==> config.mk <==
export PLATFORM = sky130hd
export DESIGN_NAME = regfile_wb_arbiter
export DESIGN_NICKNAME = d
export VERILOG_FILES = /design/src/rtl/regfile_wb_pkg.sv /design/src/rtl/regfile_wb_arbiter_arb.sv /design/src/rtl/regfile_wb_arbiter.sv
export SDC_FILE = /design/constraint.sdc
export NUM_CORES = 1
export LEC_CHECK = 0
export ABC_AREA = 1
export BUFFER_PORTS_ARGS = -buffer_cell sky130_fd_sc_hd__buf_2
export CAP_MARGIN = 25
export CORE_ASPECT_RATIO = 0.7
export CORE_UTILIZATION = 45
export DETAILED_ROUTE_END_ITERATION = 10
export GPL_TIMING_DRIVEN = 0
export PLACE_DENSITY = 0.79
export SLEW_MARGIN = 20
export SYNTH_ARGS = -nofsm -noshare
export SYNTH_HDL_FRONTEND = slang
export SYNTH_HIERARCHICAL = 1
export SYNTH_SLANG_ARGS = --single-unit
export TNS_END_PERCENT = 20
==> constraint.sdc <==
create_clock -name clk -period 2.8 [get_ports clk]
set_clock_uncertainty 0.15 [all_clocks]
set_input_delay 0.42 -clock clk [delete_from_list [all_inputs] [get_ports clk]]
set_output_delay 0.42 -clock clk [all_outputs]
set_load 0.005 [all_outputs]
==> src/rtl/regfile_wb_pkg.sv <==
// regfile_wb_pkg: shared widths and request bundle
// for the register-file writeback arbiter.
package regfile_wb_pkg;

  localparam int DATA_W = 32;
  localparam int ADDR_W = 5;
  localparam int NREG   = 2 ** ADDR_W;

  typedef struct packed {
    logic              valid;
    logic [ADDR_W-1:0] addr;
    logic [DATA_W-1:0] data;
  } wb_req_t;

  function automatic logic [NREG-1:0] onehot(
    input logic [ADDR_W-1:0] a
  );
    logic [NREG-1:0] v;
    v    = '0;
    v[a] = 1'b1;
    return v;
  endfunction

endpackage

==> src/rtl/regfile_wb_arbiter_arb.sv <==
// wb_rr_arb2: two-requester round-robin arbiter,
// prio flips only when a conflict is granted.
module wb_rr_arb2
  import regfile_wb_pkg::*;
(
  input  logic       clk,
  input  logic       rst_n,
  input  logic       flush,
  input  logic [1:0] req,
  output logic [1:0] gnt
);

  logic prio_q;
  logic prio_d;
  logic en;
  logic both;

  assign en   = rst_n & ~flush;
  assign both = req[0] & req[1];

  // grant selection and pointer update
  always_comb begin
    gnt    = 2'b00;
    prio_d = prio_q;
    unique case (1'b1)
      (!en): begin
        gnt = 2'b00;
      end
      (en && both): begin
        gnt    = prio_q ? 2'b10 : 2'b01;
        prio_d = ~prio_q;
      end
      (en && !both): begin
        gnt = req;
      end
      default: begin
        gnt = 2'b00;
      end
    endcase
  end

  // priority pointer; load source wins first conflict
  always_ff @(posedge clk) begin
    if (!rst_n) begin
      prio_q <= 1'b1;
    end else begin
      prio_q <= prio_d;
    end
  end

endmodule

==> src/rtl/regfile_wb_arbiter.sv <==
// regfile_wb_arbiter: shares the regfile write port between ALU and load.
// Optional counters enabled by defining WB_CONFLICT_CNT_EN.
module regfile_wb_arbiter
  import regfile_wb_pkg::*;
(
  input  logic              clk,
  input  logic              rst_n,
  input  logic              flush,
  input  logic              s0_valid,
  output logic              s0_ready,
  input  logic [ADDR_W-1:0] s0_addr,
  input  logic [DATA_W-1:0] s0_data,
  input  logic              s1_valid,
  output logic              s1_ready,
  input  logic [ADDR_W-1:0] s1_addr,
  input  logic [DATA_W-1:0] s1_data,
`ifdef WB_CONFLICT_CNT_EN
  output logic [31:0]       conflict_cnt,
  output logic [31:0]       stall_cnt0,
  output logic [31:0]       stall_cnt1,
`endif
  output logic              WE3,
  output logic [ADDR_W-1:0] AD3,
  output logic [DATA_W-1:0] WD3,
  output logic [NREG-1:0]   pend
);

  wb_req_t   r0;
  wb_req_t   r1;
  wb_req_t   sel;
  logic [1:0] gnt;

  logic              we_q;
  logic              we_d;
  logic [ADDR_W-1:0] ad_q;
  logic [ADDR_W-1:0] ad_d;
  logic [DATA_W-1:0] wd_q;
  logic [DATA_W-1:0] wd_d;
  logic [NREG-1:0]   pend_q;
  logic [NREG-1:0]   pend_d;

  assign r0 = '{valid: s0_valid, addr: s0_addr, data: s0_data};
  assign r1 = '{valid: s1_valid, addr: s1_addr, data: s1_data};

  wb_rr_arb2 u_arb (
    .clk   (clk),
    .rst_n (rst_n),
    .flush (flush),
    .req   ({r1.valid, r0.valid}),
    .gnt   (gnt)
  );

  assign s0_ready = gnt[0];
  assign s1_ready = gnt[1];

  // pick the granted request, drop x0 writes
  always_comb begin
    sel    = gnt[1] ? r1 : r0;
    we_d   = 1'b0;
    ad_d   = ad_q;
    wd_d   = wd_q;
    pend_d = '0;
    if ((|gnt) && (sel.addr != '0)) begin
      we_d   = 1'b1;
      ad_d   = sel.addr;
      wd_d   = sel.data;
      pend_d = onehot(sel.addr);
    end
  end

  // single write-port output stage
  always_ff @(posedge clk) begin
    if (!rst_n) begin
      we_q   <= 1'b0;
      ad_q   <= '0;
      wd_q   <= '0;
      pend_q <= '0;
    end else begin
      we_q   <= we_d;
      ad_q   <= ad_d;
      wd_q   <= wd_d;
      pend_q <= pend_d;
    end
  end

  assign WE3  = we_q;
  assign AD3  = ad_q;
  assign WD3  = wd_q;
  assign pend = pend_q;

`ifdef WB_CONFLICT_CNT_EN
  logic [31:0] conf_q;
  logic [31:0] conf_d;
  logic [31:0] st0_q;
  logic [31:0] st0_d;
  logic [31:0] st1_q;
  logic [31:0] st1_d;

  // saturating event counters
  always_comb begin
    conf_d = conf_q;
    st0_d  = st0_q;
    st1_d  = st1_q;
    if (s0_valid && s1_valid && !flush && conf_q != '1)
      conf_d = conf_q + 32'd1;
    if (s0_valid && !s0_ready && st0_q != '1)
      st0_d = st0_q + 32'd1;
    if (s1_valid && !s1_ready && st1_q != '1)
      st1_d = st1_q + 32'd1;
  end

  // counter registers
  always_ff @(posedge clk) begin
    if (!rst_n) begin
      conf_q <= '0;
      st0_q  <= '0;
      st1_q  <= '0;
    end else begin
      conf_q <= conf_d;
      st0_q  <= st0_d;
      st1_q  <= st1_d;
    end
  end

  assign conflict_cnt = conf_q;
  assign stall_cnt0   = st0_q;
  assign stall_cnt1   = st1_q;
`endif

endmodule

==> Word-level counts from Yosys, hierarchy flattened <==
Index checks and enable logic that the tools add are counted.
{ "totals": {"out_inout_bits": 72, "inputBits": 79, "ff_bits": 71, "elab_cells": 25} }
{ "classes": {"bitwise": 4, "n_mux": 6, "n_reduce_logical": 8, "magnitude_cmp": 2} }
{ "op_table": {"columns": ["cell", "count"], "rows": [
  ["37-bit 2-to-1 mux", 1],
  ["5-bit by 6-bit < comparator with 1-bit output, second input constant", 1],
  ["1-bit demux with 5-bit select", 1],
  ["5-bit by 1-bit >= comparator with 1-bit output, second input constant", 1],
  ["5-bit nonzero test", 1],
  ["1-bit logical AND", 4],
  ["2-bit case mux with 2 select lines", 1],
  ["1-bit bitwise AND", 2],
  ["1-bit 2-to-1 mux", 2],
  ["2-bit 2-to-1 mux", 1],
  ["1-bit NOT", 2],
  ["2-bit AND reduction", 1],
  ["2-bit OR reduction", 1],
  ["1-bit zero test", 1]
]} }

==> Depth between registers and ports, before layout <==
{ "depth": {"word_depth": 9, "ltp_mapped": 13, "mapped_depth_nobuf": 12} }

==> By module <==
Netlist, hierarchy kept.
{ "by_module_without_submodules": {"columns": ["mod", "cells_each", "area_each_um2", "seq_area_each_um2", "instances"], "rows": [
  ["regfile_wb_arbiter", 347, 2867.8, 1401.3, 1],
  ["wb_rr_arb2", 14, 81.3, 20.0, 1]
]} }

==> Least setup slack after synthesis <==
No wires, ideal clock.
{ "synth_timing": {"path_kind": "input to register", "from": "input rst_n", "to": "register pend_q[23], in the netlist pend[23]", "stages": 12, "arrival_ps": 1871, "setup_time_ps": 125, "setup_slack_ps": 654, "cell_sequence": "inv_1 > nor2_4 > nand2_1 > a21oi_1 > inv_2 > nand2_1 > nand2_2 > nor2_2 > nand3_4 > nand3_4 > buf_2 > nor3_1"} }
{ "synth_via": {"elab_chain_len": 8, "elab_cells_between_ends": 14} }
{ "synth_rtl": {"columns": ["element", "line", "text"], "rows": [
  ["from (decl)", "regfile_wb_arbiter.sv:7", "input logic rst_n,"],
  ["1-bit bitwise AND (*)", "regfile_wb_arbiter_arb.sv:18", "assign en = rst_n & ~flush;"],
  ["1-bit logical AND (on tied branches)", "regfile_wb_arbiter_arb.sv:33, regfile_wb_arbiter_arb.sv:29", null],
  ["2-bit case mux with 2 select lines (*)", "regfile_wb_arbiter_arb.sv:25", "unique case (1'b1)"],
  ["named net s1_ready", "regfile_wb_arbiter.sv:14", "output logic s1_ready,"],
  ["37-bit 2-to-1 mux", "regfile_wb_arbiter.sv:58", "sel = gnt[1] ? r1 : r0;"],
  ["5-bit by 6-bit < comparator with 1-bit output (not written as such) / 5-bit by 1-bit >= comparator with 1-bit output (equally long branches)", "regfile_wb_pkg.sv:20", "v[a] = 1'b1;"],
  ["1-bit logical AND (not written as such)", "regfile_wb_pkg.sv:20", null],
  ["1-bit 2-to-1 mux (not written as such)", "regfile_wb_pkg.sv:20", null],
  ["1-bit demux with 5-bit select", "regfile_wb_pkg.sv:20", null],
  ["to (signal assigned)", "regfile_wb_arbiter.sv:82", "pend_q <= pend_d;"],
  ["to (decl)", "regfile_wb_arbiter.sv:39", "logic [NREG-1:0] pend_q;"]
]} }
The timed path passes the listed nets; every way through them passes the cells marked *.
A chain may end at the register's enable or synchronous reset.

==> Worst setup path after layout <==
{ "layout_timing": {"from": "input rst_n", "to": "register pend_q[18], in the netlist pend[18]"} }
{ "layout_via": {"elab_chain_len": 8, "elab_cells_between_ends": 14} }
{ "layout_rtl": {"columns": ["element", "line"], "rows": [
  ["1-bit bitwise AND", "regfile_wb_arbiter_arb.sv:18"],
  ["1-bit logical AND (on tied branches)", "regfile_wb_arbiter_arb.sv:33, regfile_wb_arbiter_arb.sv:29"],
  ["2-bit case mux with 2 select lines", "regfile_wb_arbiter_arb.sv:25"],
  ["37-bit 2-to-1 mux", "regfile_wb_arbiter.sv:58"],
  ["5-bit by 6-bit < comparator with 1-bit output (not written as such) / 5-bit by 1-bit >= comparator with 1-bit output (equally long branches)", "regfile_wb_pkg.sv:20"],
  ["1-bit logical AND (not written as such)", "regfile_wb_pkg.sv:20"],
  ["1-bit 2-to-1 mux (not written as such)", "regfile_wb_pkg.sv:20"],
  ["1-bit demux with 5-bit select", "regfile_wb_pkg.sv:20"]
]} }
Parallel ways exist; a longest one is shown, timed or not.

==> impl_results.md <==
* Initial antenna violation count at 0
* Die area at 6887 um^2
* Max Freq at 430.8 MHz
* Max-Cap Viols at 0
* Vias in the first global route at 2739
* Row count at 24
* Max Root-Sink Buffers at 2
* TritonCTS Sinks at 71
* Hpwl dp at 6014 um
* Least-Margin Pin Slew at 0.5313 ns
* Worst vdd ir at 0.3502 mV
* Final Critical Period at 2.321 ns
* Synth Cell Area at 2949 um^2
* Inst Count DP at approximately 600
* Sequential share of the synthesized area at 0.4820
* Final-stage net count at 601
* Syn Inst Count at 361
* Root Buffer: clkbuf_8
* Final GP Congestion at roughly 0.8
* Synth Area in Simple Gates at 0.2754
* Buffers on Ports at 150
* Crit start category: input pin
* Critical path class: input pin to register
* XOR/XNOR share of the synthesized area at 0
* Final setup TNS at 0 ns
* CTS tree: yes
* R2R Path Start: u_arb/prio_q$_SDFFE_PN1N_
* Main combinational cell family by area after synthesis: simple AND/OR/NAND/NOR gates
* I/O Pins at ~150
* Die width at between 90 and 100 um
* Commonest non-fill, non-tap cell in the layout: buf_2
* Worst Hold Launch: rst_n
* Drt first pass iters at 4
* Initial drt markers at 109
* Critical Path RT at 2.93 ns
* Post-route insts no fill at 605
* Post-Synth Adder-Cell Area at 0
* First-pass GRT wire length at between 10000 and 15000 um
* Register bit total from synthesis at 71
* Capturing point of the worst reg2reg path: pend[18]$_SDFF_PN0_
* Leak at about 2 nW
* DR WL/cell at 13.04 um
* Cells on worst reg2reg path at 10
* Post-CTS Hold Buffers at 0
* Yosys warns at 6
* Min-delay worst type: input pin to register
* Starting density of the core at 0.4699
* Kind of end point of the critical path: register
* Final Setup Violations at 0
* Syn nets at 440
* Fin. Hold Viols at 0
* Slew Limit Fails at 0
* Clk_lat worst skew at between 0.3 and 0.4 ns
* WHS Path Cells at 2
* Most frequent cells in the layout: buf_2 (166), dfxtp_1 (71), nand2_1 (63)
* Core box area at 6276 um^2
* Cts repair resizes at 0
* CP max FO at 10
* Worst-path clk slew at 0.07 ns
* Mean Syn Cell Area at 8.169 um^2
* Multiplexer area fraction after synthesis at 0.1086
* FF-to-FF setup slack at 0.49 ns
* Layout cells sized above 1 at 0.3795
* Synth Area in Compound Gates at 0.06746
* Post-layout util at 0.6400
* Worst-case hold slack at 0.1427 ns
* Vias per cell at 4.939
* Die span in y at 69.73 um
* Pin count of the biggest net entering global routing at 14
* Gr ovfl total at 0
* Data arrival time of the worst path at 2.45 ns
* Final period util at 0.8290
* Power per cell area at 578.8 nW/um^2
* RSZ-0062 raised after global routing: no
* Status: completed
* H-tree lvl count at 3
* CTS buffer count at 9
* Distinct cell type count of the synthesized netlist at 22
* DRC errors left at 0
* Hold EP: u_arb/prio_q$_SDFFE_PN1N_
* Postcts setup bufs at 0
* Final WL at slightly below 8000 um
* Slew headroom at 0.6458
* Antenna viol nets, final at 0
* GRT Total Usage at 0.2334
* Vias at approximately 3k
* Area growth from synthesis to layout at 36.19%
* Antenna fix cells at 0
[worst max-delay path: stages]
cell     delay (ns)
buf_2          0.10
inv_1          0.06
nor2_4         0.10
nand2_1        0.06
a21oi_1        0.43
buf_6          0.24
nand2_1        0.07
nand2_1        0.14
nor2_2         0.08
nand3_4        0.12
buf_4          0.20
nand4_1        0.24
nor2_1         0.17
[metrics by stage]
step	power [W]	worst slack (ns)	cell area, um^2
after floorplan	0.001300	0.6543	2949
after global placement	0.001437	0.1641	3797
after detailed placement	0.001448	0.08321	3797
after CTS	0.002339	0.4382	4016
after global routing	0.002423	0.2815	4016
final	0.002325	0.4789	4016
[synth_stat cells, drive strengths merged]
master / n / area share
buf: 22 / 0.046
dfxtp: 71 / 0.48
nand3: 42 / 0.080
a21oi: 38 / 0.064
nor3: 18 / 0.032
or2: 1 / 0.0021
nand4: 3 / 0.0064
nand2: 65 / 0.084
mux2i: 32 / 0.11
inv: 13 / 0.017
nor2: 52 / 0.070
o21ai: 1 / 0.0030
conb: 1 / 0.0013
clkbuf: 2 / 0.0025
[flip-flops by register name (all words and copies together), names as in the netlist]
register and count:
WD3 32, pend 32, WE3 1, AD3 5, u_arb/prio_q 1
[cell families (layout without fill, tap and decap cells)]
| family | count (synthesis) | after routing |
|---|---|---|
| AOI/OAI and AO/OA | 39 | 39 |
| buffers and inverters | 37 | 203 |
| DFF | 71 | 71 |
| muxes | 32 | 32 |
| other | 1 | 1 |
| and+or+nand+nor | 181 | 181 |
[power by group]
group	switching, W	total, W	leakage [nW]	internal, W
Clock	0.000395	0.000899	0.110	0.000504
Combinational	0.000191	0.000348	1.32	0.000157
Sequential	0.0000230	0.00108	0.579	0.00106
[worst max path at each step]
stage,start,to,slack [ns],cells past startpoint
floorplan,rst_n,pend[23]$_SDFF_PN0_,0.65,12
global placement,rst_n,pend[2]$_SDFF_PN0_,0.16,13
detailed placement,rst_n,pend[18]$_SDFF_PN0_,0.08,13
CTS,u_arb/prio_q$_SDFFE_PN1N_,pend[18]$_SDFF_PN0_,0.44,10
global route,rst_n,pend[18]$_SDFF_PN0_,0.28,13
finish,rst_n,pend[18]$_SDFF_PN0_,0.48,13
[layer usage]
layer	track usage	up-vias	wire length [um]
li1	-	1524	-
met1	0.3133	1333	3576
met2	0.3644	119	3735
met3	0.05847	12	470
met4	0.08292	0	109
met5	0	-	0
[cell type report]
cell class                      instances  area [um^2]
Clock inverter                          7        95.09
Clock buffer                            9        123.9
Fill cell                             567         2260
Sequential cell                        71         1421
Inverter                               13        48.80
Multi-Input combinational cell        253         1335
Tap cell                               78        97.59
Timing Repair Buffer                  150        750.7
Buffer                                 24        143.9
(Power assumes the default switching activity.)
